### src/rtl/cla_pipe_adder.sv
// Pipelined carry-lookahead adder/subtractor: one GROUP-bit lookahead group per stage,
// with a registered group carry between stages and a valid/ready stream wrapper.
module cla_pipe_adder #(
    parameter int unsigned WIDTH = 16,
    parameter int unsigned GROUP = 4
) (
    input  logic             clk,
    input  logic             rst_n,
    input  logic             in_valid,
    output logic             in_ready,
    input  logic [WIDTH-1:0] a,
    input  logic [WIDTH-1:0] b,
    input  logic             cin,
    input  logic             sub,
    output logic             out_valid,
    input  logic             out_ready,
    output logic [WIDTH-1:0] sum,
    output logic             cout,
    output logic             ovf
);

    localparam int unsigned GS = (GROUP == 0) ? 1 : GROUP;
    localparam int unsigned NG = ((WIDTH / GS) == 0) ? 1 : (WIDTH / GS);

    if ((GROUP == 0) || ((WIDTH % GS) != 0)) begin : g_bad_params
        $fatal(1, "cla_pipe_adder: WIDTH=%0d must be a multiple of GROUP=%0d (GROUP >= 1)",
               WIDTH, GROUP);
    end

    // Group carries as flat sum-of-products: c[i+1] = g[i] | p[i]g[i-1] | ... | p[i..0]ci
    function automatic logic [GS:0] lookahead(input logic [GS-1:0] p,
                                              input logic [GS-1:0] g,
                                              input logic          ci);
        logic [GS:0] c;
        logic        acc;
        logic        term;
        c    = '0;
        c[0] = ci;
        for (int unsigned i = 0; i < GS; i++) begin
            acc = ci;
            for (int unsigned m = 0; m <= i; m++) acc = acc & p[m];
            for (int unsigned j = 0; j <= i; j++) begin
                term = g[j];
                for (int unsigned m = j + 1; m <= i; m++) term = term & p[m];
                acc = acc | term;
            end
            c[i+1] = acc;
        end
        return c;
    endfunction

    logic             adv;
    logic [WIDTH-1:0] b_eff;
    logic             c_first;

    logic [NG-1:0]            v_q;
    logic [NG-1:0]            c_q;
    logic [NG-1:0]            o_q;
    logic [NG-1:0][WIDTH-1:0] a_q;
    logic [NG-1:0][WIDTH-1:0] b_q;
    logic [NG-1:0][WIDTH-1:0] s_q;

    assign adv     = out_ready | ~out_valid;
    assign in_ready = adv;
    assign b_eff   = sub ? ~b : b;
    assign c_first = sub | cin;

    for (genvar k = 0; k < NG; k++) begin : g_stage
        localparam int unsigned LO = int'(k) * GS;

        logic             v_in;
        logic             c_in;
        logic [WIDTH-1:0] a_in;
        logic [WIDTH-1:0] b_in;
        logic [WIDTH-1:0] s_in;
        logic [WIDTH-1:0] s_nx;
        logic [GS-1:0]    p;
        logic [GS-1:0]    g;
        logic [GS:0]      cv;

        if (k == 0) begin : g_src
            assign v_in = in_valid;
            assign a_in = a;
            assign b_in = b_eff;
            assign s_in = '0;
            assign c_in = c_first;
        end else begin : g_src
            assign v_in = v_q[k-1];
            assign a_in = a_q[k-1];
            assign b_in = b_q[k-1];
            assign s_in = s_q[k-1];
            assign c_in = c_q[k-1];
        end

        // Resolve this stage's slice; lower slices pass through untouched
        always_comb begin
            p    = a_in[LO +: GS] ^ b_in[LO +: GS];
            g    = a_in[LO +: GS] & b_in[LO +: GS];
            cv   = lookahead(p, g, c_in);
            s_nx = s_in;
            s_nx[LO +: GS] = p ^ cv[GS-1:0];
        end

        always_ff @(posedge clk or negedge rst_n) begin
            if (!rst_n) begin
                v_q[k] <= 1'b0;
                a_q[k] <= '0;
                b_q[k] <= '0;
                s_q[k] <= '0;
                c_q[k] <= 1'b0;
                o_q[k] <= 1'b0;
            end else if (adv) begin
                v_q[k] <= v_in;
                a_q[k] <= a_in;
                b_q[k] <= b_in;
                s_q[k] <= s_nx;
                c_q[k] <= cv[GS];
                o_q[k] <= cv[GS] ^ cv[GS-1];
            end
        end
    end

    // Last-stage operand copies and non-final overflow bits have no consumer
    logic unused_bits;
    assign unused_bits = ^{a_q[NG-1], b_q[NG-1], o_q};

    assign out_valid = v_q[NG-1];
    assign sum       = s_q[NG-1];
    assign cout      = c_q[NG-1];
    assign ovf       = o_q[NG-1];

endmodule

### config.mk
export PLATFORM = sky130hd
export DESIGN_NAME = cla_pipe_adder
export DESIGN_NICKNAME = d
export VERILOG_FILES = /design/src/rtl/cla_pipe_adder.sv
export SDC_FILE = /design/constraint.sdc
export NUM_CORES = 1
export LEC_CHECK = 0
export ABC_AREA = 1
export CAP_MARGIN = 20
export CORE_ASPECT_RATIO = 1.25
export CORE_MARGIN = 4
export CORE_UTILIZATION = 48
export CTS_CLUSTER_DIAMETER = 150
export DETAILED_ROUTE_END_ITERATION = 10
export HOLD_SLACK_MARGIN = 0.12
export PLACE_DENSITY = 0.76
export SLEW_MARGIN = 40
export SYNTH_ARGS = -nofsm -noshare
export SYNTH_HDL_FRONTEND = slang
export SYNTH_SLANG_ARGS = --single-unit
### constraint.sdc
create_clock -name clk -period 1.9 [get_ports clk]
set_input_delay 0.19 -clock clk [delete_from_list [all_inputs] [get_ports clk]]
set_output_delay 0.19 -clock clk [all_outputs]
set_load 0.05 [all_outputs]
==> results.yml, run 1 <==
status:
  status: "complete, no violations"
synth:
  ys_seq_area_share_pct: 55.7
  synth_area_mm2: 0.00436
  yosysWarnings: 0
  ys_ff_latch: 97
  synth.distinct_cells: 19
  syn-num-nets: 547
  synth_top_area_share_pct: 55.7
  synth_top_area_cell: "dfrtp_1"
  syn_area_per_cell_um2: 8.99
  synthTopCellsByArea: "dfrtp_1, nand2_1, ha_1"
  synth_cells: 485
timing:
  tns_ns: 0
  finalCriticalPeriod_ns: 1.73
  relSlewSlack_pct: 65.8
  max_freq_ghz: 0.577
  timing.final.crit_share_pct: 91.2
  holdWs_ns: 0.269
  rsz0062_at_grt: "no"
  drv_slew: 0
  worstMarginPinSlew_ns: 0.512
  fin_skew_ns: 0.00839
  finalWorstSetupSlack_ns: 0.167
  setup_viol: 0
  hold_viol: 0
die:
  coreArea_mm2: 0.00880
  start_util_pct: 49.6
  die_width_um: 93.3
  die-area_mm2: 0.0107
  io_pins: 58
  die_y_um: 115
  fp-row-count: 38
critical_path:
  crit_fanout: 2
  cp_top_family: "buffers and inverters"
  crit_chain: "clkdlybuf4s50_1"
  crit_slowest_cell: "clkdlybuf4s50_1"
  reg2reg_depth: 10
  critical_path_required_ns: 1.71
  cp.depth: 1
  critPathKind: "flip-flop to output pin"
  end_kind: "output pin"
  critPathMaxStageDelay_ns: 0.82
  path_buf_inv: 1
  cp-start-kind: "flip-flop"
  critical_path_arrival_ns: 1.54
placed_design:
  place_inst: 651
  gp_congestion: 0.790
  port_buffers: 57
  dp_hpwl_mm: 5.49
  place_area_mm2: 0.00510
  place_ws_ns: -0.183
routing:
  drt_first_iter_violations: 147
  ant_nets: 0
  wl_mm: 7.96
  via_per_inst: 4.76
  wl_per_cell_um: 11.9
  drtPass1Iterations: 4
  vias: 3172
  drc: 0
layout:
  final_area_mm2: 0.00529
  drive_gt1_share_pct: 5.12
  antenna_cells: 0
  synthToLayoutAreaGrowth_pct: 21.2
  fin_cells: 667
  n_fill_cell: 771
  final_core_util_pct: 60.1
  nets: 605
global_routing:
  grt_pass1_wl_mm: 14.3
  grt_max_degree: 63
  grt_use_total_pct: 16.8
  grt-ovfl-total: 0
  grt_pass1_vias: 3219
  grt_antenna_before_repair: 0
power_and_ir_drop:
  ir_worst_vdd_uv: 611
  leakagePower_nw: 2.63
  total_power_mw: 8.23
  swShare_pct: 41.0
  internal_power_mw: 4.86
  p_clk_share_pct: 14.6
  combPwrFrac_pct: 43.3
  p_sw_mw: 3.37
  seqPwrFrac_pct: 42.1
  p_per_area_mw_per_mm2: 1560
clocking:
  numCtsBuffers: 9
  cts_root_buffer: "clkbuf_8"
  htreeDepth: 3
  cts_tree: "yes"
  cts_buffer_depth: 2
  clk_pin_slew_ns: 0.09
  postCtsSetupBuffers: 0
  clock_sinks: 97
  clk_latency_ns: 0.36
min_path:
  hp-class: "input pin to async pin"
job:
  max_cap_viol_count: 0
==> routing by layer <==
| metal | wire length [µm] | part of all wire (%) | track usage [%] | up-vias |
|---|---|---|---|---|
| met4 | 188 | 2.4 | 7.43 | 0 |
| met2 | 3920 | 49 | 28.0 | 50 |
| met1 | 3540 | 44 | 21.1 | 1494 |
| met5 | 0 | 0 | 0 | - |
| li1 | - | - | - | 1615 |
| met3 | 310 | 3.9 | 3.48 | 13 |
==> layout make-up <==
class                   instances  area, µm²  area share, %
well taps                     120        150           2.84
repair buffers                 69        721           13.6
clock buffers                  13        159           3.01
flip-flops and latches         97       2430           45.9
clock inverters                 2       13.8          0.260
inverters                      25       93.8           1.78
multi-input cells             341       1720           32.6
==> synth_stat cells, drive strengths merged <==
master  count
o21ai      40
ha         20
nand3       8
nand3b      8
nand4       1
nor2        6
clkbuf      7
dfrtp      97
fa          4
nand2     234
xnor2      15
buf        15
xor2        5
inv        25
==> repair_timing <==
item                                   in CTS  in global routing
gates resized for setup                     0                  0
endpoints found under the hold margin      66                  0
hold buffers                                1                  0
==> kinds of logic (layout without fill, tap and decap cells) <==
group	count (synthesis)	after routing	synth area share, %
AO/OA/AOI/OAI	40	40	4.59
XOR/XNOR	20	20	4.02
adder cells (fa/ha/maj)	24	24	7.57
buffers and inverters	47	109	4.91
flip-flops	97	97	55.7
AND/OR/NAND/NOR	257	257	23.3
==> worst paths after layout <==
check | end | startpoint | slack, ns
worst max-delay path | sum[15] | sum[15]$_DFFE_PN0P_ | 0.17
worst min-delay path | g_stage[1].a_in[4]$_DFFE_PN0P_ | rst_n | 0.27
worst max register to register | g_stage[2].c_in$_DFFE_PN0P_ | g_stage[1].a_in[4]$_DFFE_PN0P_ | 0.29
worst min register to register | out_valid$_DFFE_PN0P_ | g_stage[3].v_in$_DFFE_PN0P_ | 0.46
max in group asynchronous | g_stage[2].s_in[6]$_DFFE_PN0P_ | rst_n | 0.93
min in group clk | g_stage[1].v_in$_DFFE_PN0P_ | in_valid | 0.36
==> state kept, by name, summed over array words and instances, names as in the netlist <==
name / cells
out_valid: 1
cout: 1
g_stage.v_in: 3
g_stage.c_in: 3
sum: 16
g_stage.a_in: 24
ovf: 1
g_stage.s_in: 24
g_stage.b_in: 24
==> power by group through the flow <==
stage | clock network (mW) | registers [mW] | logic [mW]
4_1_cts | 1.24 | 3.47 | 3.63
5_1_grt | 1.32 | 3.59 | 4.04
6_report | 1.21 | 3.46 | 3.56
3_3_place_gp | 0 | 3.48 | 3.46
3_5_place_dp | 0 | 3.50 | 3.60
2_1_floorplan | 0 | 4.08 | 1.90
==> cell usage in the layout (no fill, tap or decap), types with 2 or more instances in the layout <==
| cell type | count |
|---|---|
| fa_1 | 4 |
| clkbuf_8 | 11 |
| nor2_1 | 5 |
| xnor2_1 | 15 |
| nand2_1 | 234 |
| buf_4 | 8 |
| nand3b_1 | 8 |
| buf_12 | 5 |
| nand3_1 | 8 |
| clkdlybuf4s50_1 | 55 |
| clkbuf_1 | 2 |
| dfrtp_1 | 97 |
| o21ai_0 | 39 |
| inv_1 | 24 |
| xor2_1 | 5 |
| ha_1 | 20 |
Power figures use the tool's default switching activity.
==> run 2: changes to the inputs <==
--- a/config.mk
+++ b/config.mk
@@ -13,7 +13,7 @@
 export CTS_CLUSTER_DIAMETER = 150
 export DETAILED_ROUTE_END_ITERATION = 10
 export HOLD_SLACK_MARGIN = 0.12
-export PLACE_DENSITY = 0.76
+export PLACE_DENSITY = 0.79
 export SLEW_MARGIN = 40
 export SYNTH_ARGS = -nofsm -noshare
 export SYNTH_HDL_FRONTEND = slang
==> constraint.sdc (replaced) <==
create_clock -name clk -period 1.4 [get_ports clk]
set_input_delay 0.14 -clock clk [delete_from_list [all_inputs] [get_ports clk]]
set_output_delay 0.14 -clock clk [all_outputs]
set_load 0.05 [all_outputs]
==> run 2 against run 1 <==
  * The flow now finishes with violations (negative setup slack)
  * Non-clock buffer count rose by 17
  * Highest routed layer unchanged
  * Sequential power rose by 41%
  * Sequential share of layout area fell by 3.4 points
  * Combinational power rose by 70%
  * Power rose by 52%
  * Setup slack got worse by 0.28 ns
  * Design area rose by 8.0%
  * Largest cell class unchanged
  * Sequential cell count did not move
  * Routed wire length rose by 10%
  * Largest power group unchanged
==> results.yml, run 2 (same netlist as run 1, synthesis figures left out) <==
critical_path:
  rrSetupSlack_ns: -0.12
  cp-start-kind: "flip-flop"
  critical_path_required_ns: 1.65
  crit_slowest_cell: "dfrtp_1"
  crit_fanout: 3
  end_kind: "flip-flop"
  crit_chain: "ha_1, ha_2, nand2_1, nand3b_1, nand2_2, nand2_1, nand2_2, nand2_1, nand2_1, nand2_1"
  crit_top_cell: "nand2_1"
  critPathMaxStageDelay_ns: 0.40
  critical_path_arrival_ns: 1.76
  reg2reg_depth: 10
  critPathKind: "flip-flop to flip-flop"
clocking:
  clk_pin_slew_ns: 0.09
  cts_tree: "yes"
  clk_latency_ns: 0.35
  cts_root_buffer: "clkbuf_8"
  clock_sinks: 97
  htreeDepth: 3
  numCtsBuffers: 9
  cts_buffer_depth: 2
global_routing:
  grt_use_total_pct: 17.5
  grt_antenna_before_repair: 0
  grt_pass1_wl_mm: 14.7
  grt_max_degree: 54
  grt-ovfl-total: 0
  grt_pass1_vias: 3276
layout:
  final_core_util_pct: 64.9
  n_fill_cell: 721
  antenna_cells: 0
  nets: 622
  layout_common_cells: "nand2_1, dfrtp_1, o21ai_0, clkdlybuf4s50_1, buf_4"
  final_common_cell: "nand2_1"
  drive_gt1_share_pct: 15.4
  synthToLayoutAreaGrowth_pct: 30.9
timing:
  finalCriticalPeriod_ns: 1.52
  finalWorstSetupSlack_ns: -0.116
  drv_slew: 0
  max_freq_ghz: 0.659
  hold_viol: 0
  setup_viol: 8
  worstMarginPinSlew_ns: 0.310
  timing.final.crit_share_pct: 108
  rsz0062_at_grt: "yes"
  fin_skew_ns: 0.00588
  relSlewSlack_pct: 79.3
die:
  die_width_um: 93.3
  die-area_mm2: 0.0107
  coreArea_mm2: 0.00880
  fp-row-count: 38
  start_util_pct: 49.6
  io_pins: 58
  die_y_um: 115
power_and_ir_drop:
  ir_worst_vdd_uv: 1110
  leakagePower_nw: 2.86
  p_per_area_mw_per_mm2: 2200
  total_power_mw: 12.5
status:
  violations: "negative setup slack"
  status: "finished with violations"
routing:
  drtPass1Iterations: 4
  drc: 0
  via_per_inst: 4.83
  vias: 3302
  ant_nets: 0
  wl_mm: 8.76
  drt_first_iter_violations: 174
  wl_per_cell_um: 12.8
placed_design:
  place_ws_ns: -0.688
  gp_congestion: 0.780
  port_buffers: 57
  dp_hpwl_mm: 6.14
min_path:
  hp-class: "input pin to async pin"
job:
  max_cap_viol_count: 0
==> run 2: changes by cell type in the layout (fill, tap and decap cells not counted), sizes merged <==
cell and change:
bufbuf +1, dlymetal6s2s +2, clkdlybuf4s50 -23, buf +35
clkinvlp +1, clkbuf +1
==> run 2: through the flow <==
step,hold WS (ns),std cells,setup TNS (ns),instance area [µm²]
after detailed placement,0.0544,661,-4.80,5380
after global placement,0.0551,661,-3.55,5380
after global routing,0.243,684,-1.30,5710
after CTS,0.220,685,-0.571,5690
after floorplan,-0.156,485,-0.464,4410
final,0.225,684,-0.559,5710
==> run 2: path summary, 6_finish.rpt <==
path | start | end
setup / recovery | g_stage[1].a_in[4]$_DFFE_PN0P_ | g_stage[2].c_in$_DFFE_PN0P_
max in group asynchronous | rst_n | g_stage[2].c_in$_DFFE_PN0P_
min in group clk | a[0] | g_stage[1].s_in[0]$_DFFE_PN0P_
hold / removal | rst_n | g_stage[1].a_in[12]$_DFFE_PN0P_
hold reg to reg | g_stage[3].v_in$_DFFE_PN0P_ | out_valid$_DFFE_PN0P_
setup reg to reg | g_stage[1].a_in[4]$_DFFE_PN0P_ | g_stage[2].c_in$_DFFE_PN0P_
==> run 2: power breakdown <==
group | internal, mW | switching (mW)
Combinational | 2.75 | 3.31
Clock | 0.728 | 0.887
Sequential | 4.04 | 0.838
Total | 7.51 | 5.03
==> run 2: layout make-up <==
class / count / area [µm²] / share of cell area (%)
inverters: 25 / 96.3 / 1.69
repair buffers: 86 / 1050 / 18.4
clock buffers: 12 / 155 / 2.72
multi-input cells: 341 / 1810 / 31.7
clock inverters: 3 / 17.5 / 0.307
flip-flops and latches: 97 / 2430 / 42.5
well taps: 120 / 150 / 2.63
==> run 2: layer usage <==
metal	vias up	GRT usage, %	part of all wire [%]
met5	-	0	0
met4	0	9.09	2.9
met3	22	2.70	4.0
met2	84	29.2	50
met1	1551	22.0	43
li1	1645	-	-
==> run 2: what timing repair did <==
| item | 4_1_cts | 5_1_grt |
|---|---|---|
| buffers inserted | 7 | 0 |
| setup endpoints to repair | 15 | 16 |
| hold buffers | 1 | 0 |
| endpoints found under the hold margin | 97 | 0 |
| gates resized for setup | 16 | 17 |
| pin swaps | 8 | 14 |
| gates cloned | 1 | 0 |
==> run 2: worst max-delay path, delay by kind of cell, from the launching register on <==
family	cells	cell delay, ns
and+or+nand+nor	8	0.55
DFF	1	0.40
adders and majority gates	2	0.46
==> run 3: changes to the inputs <==
--- a/config.mk
+++ b/config.mk
@@ -8,7 +8,7 @@
 export ABC_AREA = 1
 export CAP_MARGIN = 20
 export CORE_ASPECT_RATIO = 1.25
-export CORE_MARGIN = 4
+export CORE_MARGIN = 2
 export CORE_UTILIZATION = 48
 export CTS_CLUSTER_DIAMETER = 150
 export DETAILED_ROUTE_END_ITERATION = 10
==> run 3 against run 2 <==
  * The run still ends with negative setup slack left
  * Core utilization grew 1.8 points
  * Sequential share of layout area shrank 0.94 points
  * Clock-buffer cell count grew 1
  * Sequential cell count is the same
  * Power grew 3.2%
  * Routed wire length grew 1.5%
  * Maximum frequency shrank 1.5%
  * Die area shrank 7.6%
  * Design area grew 2.3%
  * Critical path depth is the same
  * Critical path type unchanged
  * Critical endpoint is now g_stage[3].c_in$_DFFE_PN0P_
==> results.yml, run 3 (same netlist as run 1, synthesis figures left out) <==
status:
  status: "finished with violations"
  violations: "negative setup slack"
critical_path:
  cp-start-kind: "flip-flop"
  rrSetupSlack_ns: -0.14
  crit_fanout: 3
  crit_slowest_cell: "dfrtp_1"
  critical_path_required_ns: 1.66
  critPathMaxStageDelay_ns: 0.41
  critPathKind: "flip-flop to flip-flop"
  rr_endpoint: "g_stage[3].c_in$_DFFE_PN0P_"
  reg2reg_depth: 10
  critical_path_arrival_ns: 1.80
  crit_chain: "ha_1, ha_2, nand2_1, nand3b_1, nand2_2, nand2_1, nand2_1, nand2_1, nand2_1, nand2_1"
  crit_top_cell: "nand2_1"
  end_kind: "flip-flop"
  r2r_start: "g_stage[2].a_in[8]$_DFFE_PN0P_"
timing:
  finalCriticalPeriod_ns: 1.54
  finalWorstSetupSlack_ns: -0.140
  timing.final.crit_share_pct: 110
  rsz0062_at_grt: "yes"
  relSlewSlack_pct: 76.4
  hold_viol: 0
  fin_skew_ns: 0.00997
  worstMarginPinSlew_ns: 0.353
  max_freq_ghz: 0.649
  setup_viol: 11
  drv_slew: 0
placed_design:
  port_buffers: 57
  place_area_mm2: 0.00545
  dp_hpwl_mm: 6.10
  place_inst: 670
  gp_congestion: 0.857
clocking:
  cts_buffer_depth: 2
  clk_latency_ns: 0.36
  numCtsBuffers: 9
  clk_pin_slew_ns: 0.09
  cts_root_buffer: "clkbuf_8"
  cts_tree: "yes"
  htreeDepth: 3
  clock_sinks: 97
power_and_ir_drop:
  ir_worst_vdd_uv: 1220
  leakagePower_nw: 2.95
  p_per_area_mw_per_mm2: 2220
global_routing:
  grt_max_degree: 33
  grt_pass1_vias: 3398
  grt_pass1_wl_mm: 15.1
  grt-ovfl-total: 0
  grt_use_total_pct: 19.3
  grt_antenna_before_repair: 0
routing:
  wl_per_cell_um: 12.7
  ant_nets: 0
  drtPass1Iterations: 5
  vias: 3372
  drc: 0
  drt_first_iter_violations: 185
  via_per_inst: 4.83
  wl_mm: 8.89
job:
  max_cap_viol_count: 0
die:
  start_util_pct: 49.9
  die-area_mm2: 0.00987
  fp-row-count: 38
  die_y_um: 111
  coreArea_mm2: 0.00875
  io_pins: 58
  die_width_um: 89.3
layout:
  final_area_mm2: 0.00584
  synthToLayoutAreaGrowth_pct: 33.8
  antenna_cells: 0
  nets: 635
  final_common_cell: "nand2_1"
  fin_cells: 698
  layout_common_cells: "nand2_1, dfrtp_1, buf_4, clkdlybuf4s50_1, o21ai_0"
  drive_gt1_share_pct: 17.8
min_path:
  hp-class: "input pin to async pin"
==> run 3: changes by cell type in the layout (fill, tap and decap cells not counted), sizes merged <==
cell | before | now
buf | 48 | 63
bufinv | 0 | 1
clkbuf | 14 | 13
clkinvlp | 1 | 0
==> run 3: repair_timing <==
| item | CTS | global route |
|---|---|---|
| cloned | 1 | 0 |
| pin swaps | 12 | 19 |
| gates resized for setup | 16 | 24 |
| endpoints found under the setup margin | 16 | 16 |
| endpoints found under the hold margin | 97 | 0 |
| hold buffers | 1 | 0 |
| buffers inserted | 5 | 6 |
==> run 3: routing by layer <==
| metal | GRT usage [%] | vias up | share of wire [%] |
|---|---|---|---|
| li1 | - | 1678 | - |
| met1 | 25.0 | 1602 | 44 |
| met2 | 31.5 | 74 | 51 |
| met3 | 3.89 | 18 | 3.3 |
| met4 | 7.46 | 0 | 2.1 |
| met5 | 0 | - | 0 |
==> run 3: worst max-delay path by stage <==
stage,slack [ns],start,end,depth (start not counted)
2_1_floorplan,-0.20,sub,g_stage[1].c_in$_DFFE_PN0P_,14
3_3_place_gp,-0.66,sub,g_stage[1].c_in$_DFFE_PN0P_,13
3_5_place_dp,-0.79,sub,g_stage[1].c_in$_DFFE_PN0P_,13
4_1_cts,-0.12,g_stage[2].a_in[8]$_DFFE_PN0P_,g_stage[3].c_in$_DFFE_PN0P_,10
5_1_grt,-0.21,g_stage[2].b_in[8]$_DFFE_PN0P_,g_stage[3].c_in$_DFFE_PN0P_,10
6_report,-0.14,g_stage[2].a_in[8]$_DFFE_PN0P_,g_stage[3].c_in$_DFFE_PN0P_,10
==> run 3: metrics by stage <==
step                setup slack (ns)  util (%)  setup TNS (ns)  hold slack [ns]  total power [mW]
finish                        -0.140      66.7          -0.779            0.241              12.9
CTS                           -0.116      65.9          -0.600            0.242              12.8
global route                  -0.207      66.7           -1.39            0.266              13.8
detailed placement            -0.791      62.3           -4.71           0.0794              10.6
global placement              -0.656      62.3           -3.34           0.0707              10.3
floorplan                     -0.201         -          -0.464           -0.156              8.13
==> run 3: area by class of cell <==
| type | count | area [µm²] |
|---|---|---|
| multi-input combinational | 341 | 1800 |
| fill | 690 | 2910 |
| tap | 120 | 150 |
| sequential | 97 | 2430 |
| clock inverter | 3 | 47.5 |
| clock buffer | 13 | 169 |
| timing repair buffer | 99 | 1150 |
| inverter | 25 | 96.3 |
==> run 3: critical path, delay by kind of cell (launching register included) <==
| family | cells | cell delay (ns) |
|---|---|---|
| adders and majority gates | 2 | 0.47 |
| DFF | 1 | 0.41 |
| and+or+nand+nor | 8 | 0.55 |
==> run 3: power breakdown <==
| part | total (mW) | internal (mW) | switching [mW] |
|---|---|---|---|
| Sequential | 4.84 | 4.04 | 0.806 |
| Clock | 1.91 | 0.980 | 0.930 |
| Combinational | 6.19 | 2.83 | 3.36 |
| Total | 12.9 | 7.85 | 5.09 |
